==> src/rtl/div_seq_ctrl_if.sv <==
// EX-stage <-> divide sequencer handshake: operation request, pipeline stall and result.
interface div_seq_ctrl_if #(
    parameter int unsigned XLEN = 32
);
    logic            start_i;
    logic [1:0]      op_i;
    logic [XLEN-1:0] operand_a_i;
    logic [XLEN-1:0] operand_b_i;
    logic            flush_i;
    logic            busy_o;
    logic            stall_o;
    logic            done_o;
    logic [XLEN-1:0] result_o;

    modport master (
        output start_i, op_i, operand_a_i, operand_b_i, flush_i,
        input  busy_o, stall_o, done_o, result_o
    );

    modport slave (
        input  start_i, op_i, operand_a_i, operand_b_i, flush_i,
        output busy_o, stall_o, done_o, result_o
    );
endinterface

==> src/rtl/div_seq_ctrl.sv <==
// Multi-cycle RV32M DIV/DIVU/REM/REMU sequencer: radix-2 restoring divide on magnitudes,
// sign fix-up registered on the last iteration, one-cycle done pulse.
module div_seq_ctrl #(
    parameter int unsigned XLEN  = 32,
    parameter int unsigned CNT_W = 6
) (
    input  logic              clk,
    input  logic              rst_n,
    div_seq_ctrl_if.slave     bus
);
    typedef enum logic [1:0] {IDLE, CALC, DONE} state_t;

    state_t            state_q, state_d;
    logic [CNT_W-1:0]  cnt_q, cnt_d;
    logic [XLEN-1:0]   rem_q, rem_d;
    logic [XLEN-1:0]   quo_q, quo_d;
    logic [XLEN-1:0]   dvs_q, dvs_d;
    logic              is_rem_q, is_rem_d;
    logic              sa_q, sa_d;
    logic              sb_q, sb_d;
    logic [XLEN-1:0]   result_q, result_d;

    logic              is_signed;
    logic              a_neg, b_neg;
    logic [XLEN-1:0]   abs_a, abs_b;
    logic [XLEN:0]     trial;
    logic [XLEN-1:0]   rem_nx, quo_nx, q_fix, r_fix;
    logic              accept;

    always_comb begin
        is_signed = ~bus.op_i[0];
        a_neg     = is_signed & bus.operand_a_i[XLEN-1];
        b_neg     = is_signed & bus.operand_b_i[XLEN-1];
        abs_a     = a_neg ? (~bus.operand_a_i + 1'b1) : bus.operand_a_i;
        abs_b     = b_neg ? (~bus.operand_b_i + 1'b1) : bus.operand_b_i;
        accept    = (state_q == IDLE) & bus.start_i & ~bus.flush_i;

        // {rem,quo} shifted left by one; the XLEN+1 bit subtract keeps the carried-out rem MSB
        trial  = {rem_q, quo_q[XLEN-1]} - {1'b0, dvs_q};
        rem_nx = trial[XLEN] ? {rem_q[XLEN-2:0], quo_q[XLEN-1]} : trial[XLEN-1:0];
        quo_nx = {quo_q[XLEN-2:0], ~trial[XLEN]};
        q_fix  = (sa_q ^ sb_q) ? (~quo_nx + 1'b1) : quo_nx;
        r_fix  = sa_q ? (~rem_nx + 1'b1) : rem_nx;
    end

    always_comb begin
        state_d  = state_q;
        cnt_d    = cnt_q;
        rem_d    = rem_q;
        quo_d    = quo_q;
        dvs_d    = dvs_q;
        is_rem_d = is_rem_q;
        sa_d     = sa_q;
        sb_d     = sb_q;
        result_d = result_q;

        unique case (state_q)
            IDLE: begin
                if (accept) begin
                    is_rem_d = bus.op_i[1];
                    sa_d     = a_neg;
                    sb_d     = b_neg;
                    dvs_d    = abs_b;
                    if (bus.operand_b_i == '0) begin
                        state_d  = DONE;
                        result_d = bus.op_i[1] ? bus.operand_a_i : '1;
                    end else if (is_signed && bus.operand_a_i == {1'b1, {(XLEN-1){1'b0}}}
                                 && bus.operand_b_i == '1) begin
                        state_d  = DONE;
                        result_d = bus.op_i[1] ? '0 : bus.operand_a_i;
                    end else begin
                        state_d = CALC;
                        cnt_d   = CNT_W'(XLEN);
                        rem_d   = '0;
                        quo_d   = abs_a;
                    end
                end
            end
            CALC: begin
                if (bus.flush_i) begin
                    state_d = IDLE;
                end else begin
                    rem_d = rem_nx;
                    quo_d = quo_nx;
                    cnt_d = cnt_q - 1'b1;
                    if (cnt_q == CNT_W'(1)) begin
                        state_d  = DONE;
                        result_d = is_rem_q ? r_fix : q_fix;
                    end
                end
            end
            DONE:    state_d = IDLE;
            default: state_d = IDLE;
        endcase
    end

    always_ff @(posedge clk or negedge rst_n) begin
        if (!rst_n) begin
            state_q  <= IDLE;
            cnt_q    <= '0;
            rem_q    <= '0;
            quo_q    <= '0;
            dvs_q    <= '0;
            is_rem_q <= 1'b0;
            sa_q     <= 1'b0;
            sb_q     <= 1'b0;
            result_q <= '0;
        end else begin
            state_q  <= state_d;
            cnt_q    <= cnt_d;
            rem_q    <= rem_d;
            quo_q    <= quo_d;
            dvs_q    <= dvs_d;
            is_rem_q <= is_rem_d;
            sa_q     <= sa_d;
            sb_q     <= sb_d;
            result_q <= result_d;
        end
    end

    // rst_n gates the combinational accept term so a held start_i cannot stall during reset
    assign bus.busy_o   = (state_q == CALC);
    assign bus.stall_o  = rst_n & (accept | (state_q == CALC));
    assign bus.done_o   = (state_q == DONE) & ~bus.flush_i;
    assign bus.result_o = result_q;

endmodule
==> src/flat_wrapper.sv <==
// flat-port wrapper written by rule: the top's interface ports become plain ports
module div_seq_ctrl_flat 
#(
    parameter int unsigned XLEN  = 32,
    parameter int unsigned CNT_W = 6
)
  (clk, rst_n, bus_start_i, bus_op_i, bus_operand_a_i, bus_operand_b_i, bus_flush_i, bus_busy_o, bus_stall_o, bus_done_o, bus_result_o);
  div_seq_ctrl_if #(.XLEN(XLEN)) bus_i ();
  input  logic clk;
  input  logic rst_n;
  input wire logic [$bits(bus_i.start_i)-1:0] bus_start_i;
  input wire logic [$bits(bus_i.op_i)-1:0] bus_op_i;
  input wire logic [$bits(bus_i.operand_a_i)-1:0] bus_operand_a_i;
  input wire logic [$bits(bus_i.operand_b_i)-1:0] bus_operand_b_i;
  input wire logic [$bits(bus_i.flush_i)-1:0] bus_flush_i;
  output wire logic [$bits(bus_i.busy_o)-1:0] bus_busy_o;
  output wire logic [$bits(bus_i.stall_o)-1:0] bus_stall_o;
  output wire logic [$bits(bus_i.done_o)-1:0] bus_done_o;
  output wire logic [$bits(bus_i.result_o)-1:0] bus_result_o;
  assign bus_i.start_i = bus_start_i;
  assign bus_i.op_i = bus_op_i;
  assign bus_i.operand_a_i = bus_operand_a_i;
  assign bus_i.operand_b_i = bus_operand_b_i;
  assign bus_i.flush_i = bus_flush_i;
  assign bus_busy_o = bus_i.busy_o;
  assign bus_stall_o = bus_i.stall_o;
  assign bus_done_o = bus_i.done_o;
  assign bus_result_o = bus_i.result_o;
  div_seq_ctrl #(.XLEN(XLEN), .CNT_W(CNT_W)) u_core (.clk(clk), .rst_n(rst_n), .bus(bus_i));
endmodule
==> config.mk <==
export PLATFORM = sky130hd
export DESIGN_NAME = div_seq_ctrl_flat
export DESIGN_NICKNAME = d
export VERILOG_FILES = /design/src/rtl/div_seq_ctrl_if.sv /design/src/rtl/div_seq_ctrl.sv /design/src/flat_wrapper.sv
export SDC_FILE = /design/constraint.sdc
export NUM_CORES = 1
export LEC_CHECK = 0
export ABC_AREA = 1
export BUFFER_PORTS_ARGS = -buffer_cell sky130_fd_sc_hd__buf_2
export CORE_ASPECT_RATIO = 1.5
export CORE_MARGIN = 3
export CORE_UTILIZATION = 35
export CTS_CLUSTER_DIAMETER = 50
export CTS_CLUSTER_SIZE = 10
export DETAILED_ROUTE_END_ITERATION = 12
export GPL_TIMING_DRIVEN = 1
export MAX_ROUTING_LAYER = met4
export PLACE_DENSITY = 0.58
export SYNTH_ARGS = -nofsm -noshare
export SYNTH_HDL_FRONTEND = slang
export SYNTH_SLANG_ARGS = --single-unit
==> constraint.sdc <==
create_clock -name clk -period 12.54 [get_ports clk]
set_input_delay 0 -clock clk [delete_from_list [all_inputs] [get_ports clk]]
set_output_delay 0 -clock clk [all_outputs]
set_load 0.02 [all_outputs]
## Word-level counts from Yosys, hierarchy flattened

Cells that the tools add are included.

| operators by class | value |
|---|---|
| add/sub/neg operators | 6 |
| multipliers | 0 |
| div/mod/pow operators | 0 |
| $lt $le $gt $ge | 0 |
| equal/unequal tests | 12 |
| shift-type cells | 0 |
| multiplexer cells | 35 |
| bitwise gates (word level) | 15 |
| reductions and logical operators | 9 |

Operators by type and width:

| operator | number |
|---|---|
| $mux W32 | 21 |
| $pmux W32 S2 | 3 |
| $add A32 B1 Y32 const B | 4 |
| $not A32 Y32 | 4 |
| $eq A32 B32 Y1 const B | 2 |
| $sub A33 B32 Y33 | 1 |
| $logic_not A32 Y1 | 1 |
| $mux W6 | 4 |
| $pmux W6 S2 | 1 |
| $mux W2 | 5 |
| $reduce_and A5 Y1 | 2 |
| $and A1 B1 Y1 | 6 |
| $eq A6 B1 Y1 const B | 1 |
| $ne A2 B2 Y1 const B | 3 |
| $sub A6 B1 Y6 const B | 1 |
| $ne A2 B1 Y1 const B | 2 |
| $pmux W2 S2 | 1 |
| $reduce_and A2 Y1 | 2 |
| $ne A3 B2 Y1 const B | 1 |
| $ne A3 B3 Y1 const B | 1 |
| $not A1 Y1 | 3 |
| $eq A2 B1 Y1 const B | 1 |
| $eq A2 B2 Y1 const B | 1 |
| $logic_and A1 B1 Y1 | 2 |
| 4 further kinds | 4 |

| word-level totals | value |
|---|---|
| register bits | 139 |
| latch bits | 0 |
| memory bits (writable) | 0 |
| memory bits (read-only) | 0 |
| input port bits | 70 |
| output and inout port bits | 35 |
| word-level logic and storage cells | 86 |
| memories kept | 0 |

## Logic depth before layout (Yosys ltp)

Gate-level depths: netlist (run 1).

| logic depth | value |
|---|---|
| depth after elaboration | 9 |
| mapped depth | 33 |
| mapped depth without buffers | 31 |

## Least setup slack after synthesis (run 1)

Ideal clock, no wire load.

| timing path | value |
|---|---|
| path kind | flip-flop to flip-flop |
| start point | register u_core.dvs_q[0] |
| end point | register u_core.result_q[28] (netlist: u_core.bus.result_o[28]) |
| setup time | 0.117 ns |
| arrival | 3.980 ns |
| data required time | 12.423 ns |
| slack | 8.444 ns |
| stages on the path, launching flop included | 33 |
| buffers on the path | 2 |
| period minus slack after synthesis | 4.096 ns |
| cells stage by stage | dfrtp_1 ha_1 fa_1 inv_1 nand2_1 nand2_1 nand3_1 nand2_2 nand2_2 nand2_2 nand2_4 nand2_4 nand2_4 nand2_4 buf_8 buf_4 ha_1 nand3_1 inv_1 nand4_1 nor3_1 nand2_1 nor2_1 nand2_1 nor3_2 inv_1 o21ai_1 nand2_1 or2_1 a21oi_1 nand2_1 nand2_1 nand2_1 |

| between the ends | value |
|---|---|
| longest elaborated chain between the ends | 9 |
| elaborated cells between the ends (all ways) | 13 |
| classes of those cells | add/sub (3); mux (7); bitwise (3) |

Ends and longest elaborated chain:

| what | line | source |
|---|---|---|
| start: declaration | div_seq_ctrl.sv:17 | `logic [XLEN-1:0] dvs_q, dvs_d;` |
| start signal: assignment | div_seq_ctrl.sv:113 | `dvs_q <= dvs_d;` |
| $sub A33 B32 Y33 * | div_seq_ctrl.sv:39 | `trial = {rem_q, quo_q[XLEN-1]} - {1'b0, dvs_q};` |
| $mux W32 / $not A1 Y1 (equally long branches) | div_seq_ctrl.sv:40, div_seq_ctrl.sv:41 |  |
| $not A32 Y32, on equally long branches | div_seq_ctrl.sv:43, div_seq_ctrl.sv:42 |  |
| $add A32 B1 Y32, on equally long branches | div_seq_ctrl.sv:43, div_seq_ctrl.sv:42 |  |
| $mux W32, on equally long branches | div_seq_ctrl.sv:43, div_seq_ctrl.sv:42 |  |
| $mux W32 * | div_seq_ctrl.sv:88 | `result_d = is_rem_q ? r_fix : q_fix;` |
| $mux W32 * | div_seq_ctrl.sv:86 | `if (cnt_q == CNT_W'(1)) begin` |
| $mux W32 * | div_seq_ctrl.sv:80 | `if (bus.flush_i) begin` |
| $pmux W32 S2 * | div_seq_ctrl.sv:57 | `unique case (state_q)` |
| end signal: assignment | div_seq_ctrl.sv:117 | `result_q <= result_d;` |
| end: declaration | div_seq_ctrl.sv:21 | `logic [XLEN-1:0] result_q, result_d;` |

Mark *: on every way between the ends. The rest lies on a longest branch, timed or not. The select of a mux whose other input is x is not followed.
A chain may end at the register's enable or synchronous reset.

## Final worst setup path (run 1)

Ends and elaborated chain as after synthesis.

==> results of run 1 <==
-- path summary, 6_finish.rpt --
check                      cells after the start                                  end
max in group asynchronous                      3         u_core.dvs_q[14]$_DFFE_PN0P_
setup / recovery                              30  u_core.bus.result_o[28]$_DFFE_PN0P_
setup reg to reg                              30  u_core.bus.result_o[28]$_DFFE_PN0P_
hold / removal                                 3         u_core.dvs_q[15]$_DFFE_PN0P_
min in group asynchronous                      2         u_core.dvs_q[23]$_DFFE_PN0P_
hold reg to reg                                2   u_core.bus.result_o[3]$_DFFE_PN0P_
-- cells by family (layout without fill, tap and decap cells) --
family                   count (synthesis)  in the layout
buffers and inverters                  406            529
AO/OA/AOI/OAI                          376            376
flip-flops                             139            139
AND/OR/NAND/NOR                       1219           1219
XOR/XNOR                                73             73
adder cells (fa/ha/maj)                 40             40
-- worst max-delay path, delay by kind of cell (launching register included) --
kind / cells / cell delay, ns
AO/OA/AOI/OAI: 2 / 0.38
AND/OR/NAND/NOR: 22 / 2.75
buffers and inverters: 3 / 0.31
adder cells (fa/ha/maj): 3 / 0.96
flip-flops: 1 / 0.39
-- sequential cells by signal, summed over array words and instances, names as in the netlist --
name                 cells
u_core.bus.result_o     32
u_core.cnt_q             6
u_core.dvs_q            32
u_core.is_rem_q          1
u_core.quo_q            32
u_core.rem_q            32
u_core.sa_q              1
u_core.sb_q              1
u_core.state_q           2
-- power groups by stage --
stage	logic (mW)	clock network (mW)	registers, mW
5_1_grt	4.09	0.576	0.836
6_report	3.65	0.549	0.810
2_1_floorplan	2.62	0	0.814
4_1_cts	3.63	0.557	0.808
3_3_place_gp	3.58	0	0.810
3_5_place_dp	3.59	0	0.815
-- routing by layer --
layer,GRT usage (%),share of wire [%],vias to the layer above
met4,15.4,7.0,0
met3,1.98,2.9,127
met2,45.7,53,398
li1,-,-,7417
met5,-,0,-
met1,25.4,38,6713
-- stage by stage --
step	power (mW)	setup WS, ns	hold WS, ns
2_1_floorplan	3.44	8.44	-0.296
3_3_place_gp	4.39	7.68	0.112
3_5_place_dp	4.41	7.66	0.106
4_1_cts	4.99	7.64	0.00160
5_1_grt	5.50	7.03	0.0332
6_report	5.01	7.62	-0.00431
-- area by class of cell --
type	count	area (µm²)
tap	489	612
fill	4071	22300
clock buffer	17	425
multi-input combinational	1708	8370
sequential	139	3480
clock inverter	15	200
inverter	330	1240
timing repair buffer	167	1130
-- layout by cell type, fill, tap and decap left out, types with 6 or more instances in the layout --
cell type,n
ha_1,39
nor4_1,12
inv_2,8
clkinv_1,6
nor2_2,9
buf_4,12
o21ai_1,13
xnor2_1,11
nor2_1,184
dfrtp_1,139
clkbuf_16,17
o211ai_1,6
a21oi_1,93
nand3_1,138
o21ai_0,178
nor3_1,36
nand2_2,26
nand4_1,30
nand2_1,751
a22oi_1,30
inv_1,316
buf_2,103
dlygate4sd3_1,51
nand3b_1,6
o31ai_1,6
xor2_1,62
o22ai_1,34
or2_2,9
==> flow_metrics.py, run 1 <==
metrics = {
    "run_status": {
        "outcome": "finished, violations left",
        "violations": "negative hold slack",
    },
    "yosys": {
        "syn_nets": 2363,
        "synth_top_family_by_area": "simple AND/OR/NAND/NOR gates",
        "async_flop_share_pct": 100,
        "ys.warnings.count": 0,
        "ys.flop_type": "dfrtp_1",
        "yosysUniqueCellTypes": 49,
        "synthAdderAreaFrac_pct": 3.78,
        "synth_edf_count": 0,
        "synth_top_area_cell": "dfrtp_1",
        "synth-seq-cells": 139,
        "synth_xor_area_share_pct": 4.76,
        "synth-simple-area-share_pct": 38.2,
        "synthTopCellsByArea": "dfrtp_1 (26%), nand2_1 (21%), inv_1 (8.9%), o21ai_0 (6.6%), nand3_1 (5.2%)",
        "yosysSeqAreaShare_pct": 25.9,
        "synth_compound_area_share_pct": 15.5,
        "yosysTopAreaCellShare_pct": 25.9,
        "synth_mux_area_share_pct": 0,
        "netlist_area_um2": 13400,
        "synthMostInstantiatedCell": "nand2_1",
        "synthTopCellsByCount": "nand2_1 (752), inv_1 (317), nor2_1 (185), o21ai_0 (178)",
        "synthCells": 2253,
        "syn_area_per_cell_um2": 5.96,
    },
    "grt": {
        "grt_max_degree": 83,
        "grt_pass1_wl_um": 77500,
        "track_usage_pct": 24.8,
        "antenna_found_initial": 1,
        "grt-ovfl-total": 0,
        "grt_pass1_vias": 14200,
    },
    "hold_path": {
        "hp-start": "bus_operand_b_i[15]",
        "hold_class": "in2reg",
    },
    "setup_path": {
        "cp_common_cell": "nand2_1",
        "slowest_stage": "nand2_4",
        "regToRegSetupSlack_ns": 7.62,
        "critPathMaxFanout": 50,
        "worst_path_largest_cell_delay_ns": 0.46,
        "crit_type": "reg2reg",
        "r2r-start": "u_core.dvs_q[0]$_DFFE_PN0P_",
        "start_kind": "flip-flop",
        "critPathRequiredTime_ns": 12.88,
        "cp-end-kind": "flip-flop",
        "worstPathArrival_ns": 5.26,
        "crit_start": "u_core.dvs_q[0]$_DFFE_PN0P_",
    },
    "power": {
        "pwr_density_cell_nw_per_um2": 324,
        "total_leakage_power_nw": 8.17,
        "p_clk_share_pct": 11.0,
        "seqPwrFrac_pct": 16.2,
        "p_sw_mw": 3.00,
        "max-vdd-ir-drop_v": 0.000180,
        "swShare_pct": 59.8,
        "p_int_mw": 2.01,
        "pwr-share-comb_pct": 72.9,
    },
    "timing": {
        "finalSetupViolCount": 0,
        "slew_viol_final": 0,
        "fin_hold_ws_ns": -0.00431,
        "fin_worst_skew_ns": 0.0145,
        "rsz0062_at_grt": "false",
        "finalCriticalPeriod_ns": 4.92,
        "worst_pin_slew_ns": 1.05,
        "max_freq_mhz": 203,
        "final_hold_viol_count": 2,
        "period_share_pct": 39.2,
        "slew_headroom_pct": 29.7,
        "fin_tns_setup_ns": 0,
    },
    "clock_tree": {
        "h-tree-depth": 4,
        "cts-buffers-inserted": 17,
        "cts.repair.resized": 0,
        "cts_hold_buf": 51,
        "worstSkewPairLatency_ns": 0.46,
        "cts_tree": "built",
        "clkTransAtPathRegs_ns": 0.07,
        "numClockSinks": 139,
        "clock_path_buffers": 2,
        "cts_setup_buffers": 0,
        "cts_root_buf": "clkbuf_16",
    },
    "placement": {
        "dpl_cell_area_um2": 14300,
        "placedCellCount": 2782,
        "dp_hpwl_um": 39700,
        "place.port_buffers": 104,
        "routabilityCongestion": 1.00,
    },
    "floorplan": {
        "initial_core_util_pct": 35.5,
        "rows": 87,
        "core_area_um2": 37800,
        "die_h_um": 246,
        "pin_count": 105,
        "die_w_um": 166,
        "die-area_um2": 40800,
    },
    "route": {
        "drcViolationCount": 0,
        "ant_nets": 0,
        "vias_per_cell": 5.12,
        "firstDrtPassIters": 5,
        "drt-initial-drc-count": 1078,
        "totalWireLength_um": 49600,
        "vias": 14700,
        "avgRoutedWirePerCell_um": 17.3,
    },
    "cells_and_area": {
        "stdcell_count": 2865,
        "diodes": 0,
        "nNetsFinal": 2473,
        "drive_gt1_share_pct": 9.01,
        "post-route-cell-area_um2": 15400,
        "syn_to_final_growth_pct": 15.1,
        "utilization_pct": 40.9,
    },
    "run": {
        "maxCapViolCount": 0,
    },
}
Note: power is estimated with default switching activity, not from simulation.
==> run 2: changes to the inputs <==
Clock period 12.54 ns to 4.9 ns, I/O delays scaled along.
==> flow_metrics.py, run 2 (same netlist as run 1, synthesis figures left out) <==
metrics = {
    "run_status": {
        "outcome": "completed",
    },
    "timing": {
        "fin_worst_skew_ns": 0.0194,
        "worst_pin_slew_ns": 1.10,
        "rsz0062_at_grt": "false",
        "finalCriticalPeriod_ns": 4.47,
        "fin_tns_setup_ns": 0,
        "period_share_pct": 91.3,
        "final_hold_viol_count": 0,
        "finalSetupViolCount": 0,
        "max_freq_mhz": 223,
        "slew_viol_final": 0,
        "slew_headroom_pct": 26.9,
    },
    "cells_and_area": {
        "drive_gt1_share_pct": 9.18,
        "multiInputGateArea_um2": 8370,
        "syn_to_final_growth_pct": 14.9,
        "diodes": 0,
        "stdcell_count": 2865,
        "nFillCells": 4056,
        "nNetsFinal": 2473,
        "layout_commonest_cell": "nand2_1",
        "final-seq-area_um2": 3480,
        "final_cell_mix": "nand2_1 (751), inv_1 (316), nor2_1 (184), o21ai_0 (178), dfrtp_1 (139)",
    },
    "grt": {
        "antenna_found_initial": 0,
        "grt_max_degree": 80,
        "grt_pass1_vias": 14300,
        "grt-ovfl-total": 0,
        "track_usage_pct": 25.2,
        "grt_pass1_wl_um": 78700,
    },
    "floorplan": {
        "core_area_um2": 37800,
        "rows": 87,
        "die_h_um": 246,
        "die-area_um2": 40800,
        "initial_core_util_pct": 35.5,
        "pin_count": 105,
        "die_w_um": 166,
    },
    "setup_path": {
        "crit_type": "reg2reg",
        "critPathRequiredTime_ns": 5.23,
        "worstPathArrival_ns": 4.80,
        "start_kind": "flip-flop",
        "worst_path_largest_cell_delay_ns": 0.42,
        "slowest_stage": "fa_1",
        "regToRegSetupSlack_ns": 0.43,
        "critPathMaxFanout": 10,
        "cp_common_cell": "nand2_1",
        "cp-end-kind": "flip-flop",
    },
    "placement": {
        "routabilityCongestion": 0.987,
        "placedCellCount": 2786,
        "dp_hpwl_um": 40400,
        "place.port_buffers": 104,
    },
    "route": {
        "avgRoutedWirePerCell_um": 17.7,
        "ant_nets": 0,
        "vias": 14600,
        "firstDrtPassIters": 7,
        "drt-initial-drc-count": 949,
        "vias_per_cell": 5.08,
        "drcViolationCount": 0,
        "totalWireLength_um": 50700,
    },
    "power": {
        "max-vdd-ir-drop_v": 0.000406,
        "total_leakage_power_nw": 8.16,
        "pwr_density_cell_nw_per_um2": 831,
    },
    "clock_tree": {
        "h-tree-depth": 4,
        "clock_path_buffers": 2,
        "cts_setup_buffers": 0,
        "numClockSinks": 139,
        "worstSkewPairLatency_ns": 0.45,
        "cts_root_buf": "clkbuf_16",
        "clkTransAtPathRegs_ns": 0.07,
        "cts-buffers-inserted": 17,
        "cts_tree": "built",
    },
    "hold_path": {
        "hold_class": "in2reg",
    },
    "run": {
        "maxCapViolCount": 0,
    },
}
==> run 2: repair_timing <==
| action | 4_1_cts | 5_1_grt |
|---|---|---|
| hold endpoints to repair | 106 | 0 |
| gates resized for setup | 0 | 0 |
| hold buffers | 47 | 0 |
==> run 2: final timing paths <==
kind | end | from | cells past startpoint
hold reg to reg | u_core.bus.result_o[10]$_DFFE_PN0P_ | u_core.bus.result_o[10]$_DFFE_PN0P_ | 2
hold / removal | u_core.dvs_q[15]$_DFFE_PN0P_ | bus_operand_b_i[15] | 3
max in group asynchronous | u_core.cnt_q[2]$_DFFE_PN0P_ | rst_n | 3
min in group asynchronous | u_core.dvs_q[24]$_DFFE_PN0P_ | rst_n | 2
setup reg to reg | u_core.bus.result_o[28]$_DFFE_PN0P_ | u_core.dvs_q[0]$_DFFE_PN0P_ | 30
setup / recovery | u_core.bus.result_o[28]$_DFFE_PN0P_ | u_core.dvs_q[0]$_DFFE_PN0P_ | 30
==> run 2: layer usage <==
metal | global-route usage (%) | vias up | wire length [µm]
met3 | 2.01 | 124 | 1330
met5 | - | - | 0
met1 | 26.1 | 6626 | 19400
li1 | - | 7428 | -
met4 | 18.2 | 0 | 4190
met2 | 45.0 | 382 | 25800
==> run 2: layout make-up <==
class | count | share of cell area (%)
Timing Repair Buffer | 167 | 7.41
Tap cell | 489 | 3.97
Multi-Input combinational cell | 1708 | 54.3
Clock inverter | 15 | 1.01
Sequential cell | 139 | 22.6
Clock buffer | 17 | 2.76
Inverter | 330 | 8.03
==> run 2: critical path: cells and delay by family, from the launching register on <==
family / cells / cell delay (ns)
AND/OR/NAND/NOR: 22 / 2.36
flip-flops: 1 / 0.38
AO/OA/AOI/OAI: 2 / 0.41
buffers and inverters: 3 / 0.34
adder cells (fa/ha/maj): 3 / 0.87
==> run 2: stage by stage <==
stage | hold WS [ns] | total power [mW] | setup WS [ns] | cell area (µm²) | util (%)
floorplan | -0.296 | 8.80 | 0.804 | 13400 | -
global placement | 0.0312 | 11.3 | 0.480 | 14400 | 38.0
detailed placement | 0.0250 | 11.4 | 0.487 | 14400 | 38.0
CTS | 0.0107 | 12.8 | 0.459 | 15400 | 40.8
global route | 0.0232 | 14.1 | 0.0891 | 15400 | 40.8
finish | 0.0280 | 12.8 | 0.425 | 15400 | 40.8
==> run 2: where the power goes <==
part / total (mW) / switching [mW] / leakage [nW] / internal [mW]
clock network: 1.33 / 0.612 / 0.283 / 0.719
logic: 9.40 / 6.62 / 6.11 / 2.78
registers: 2.08 / 0.438 / 1.77 / 1.65
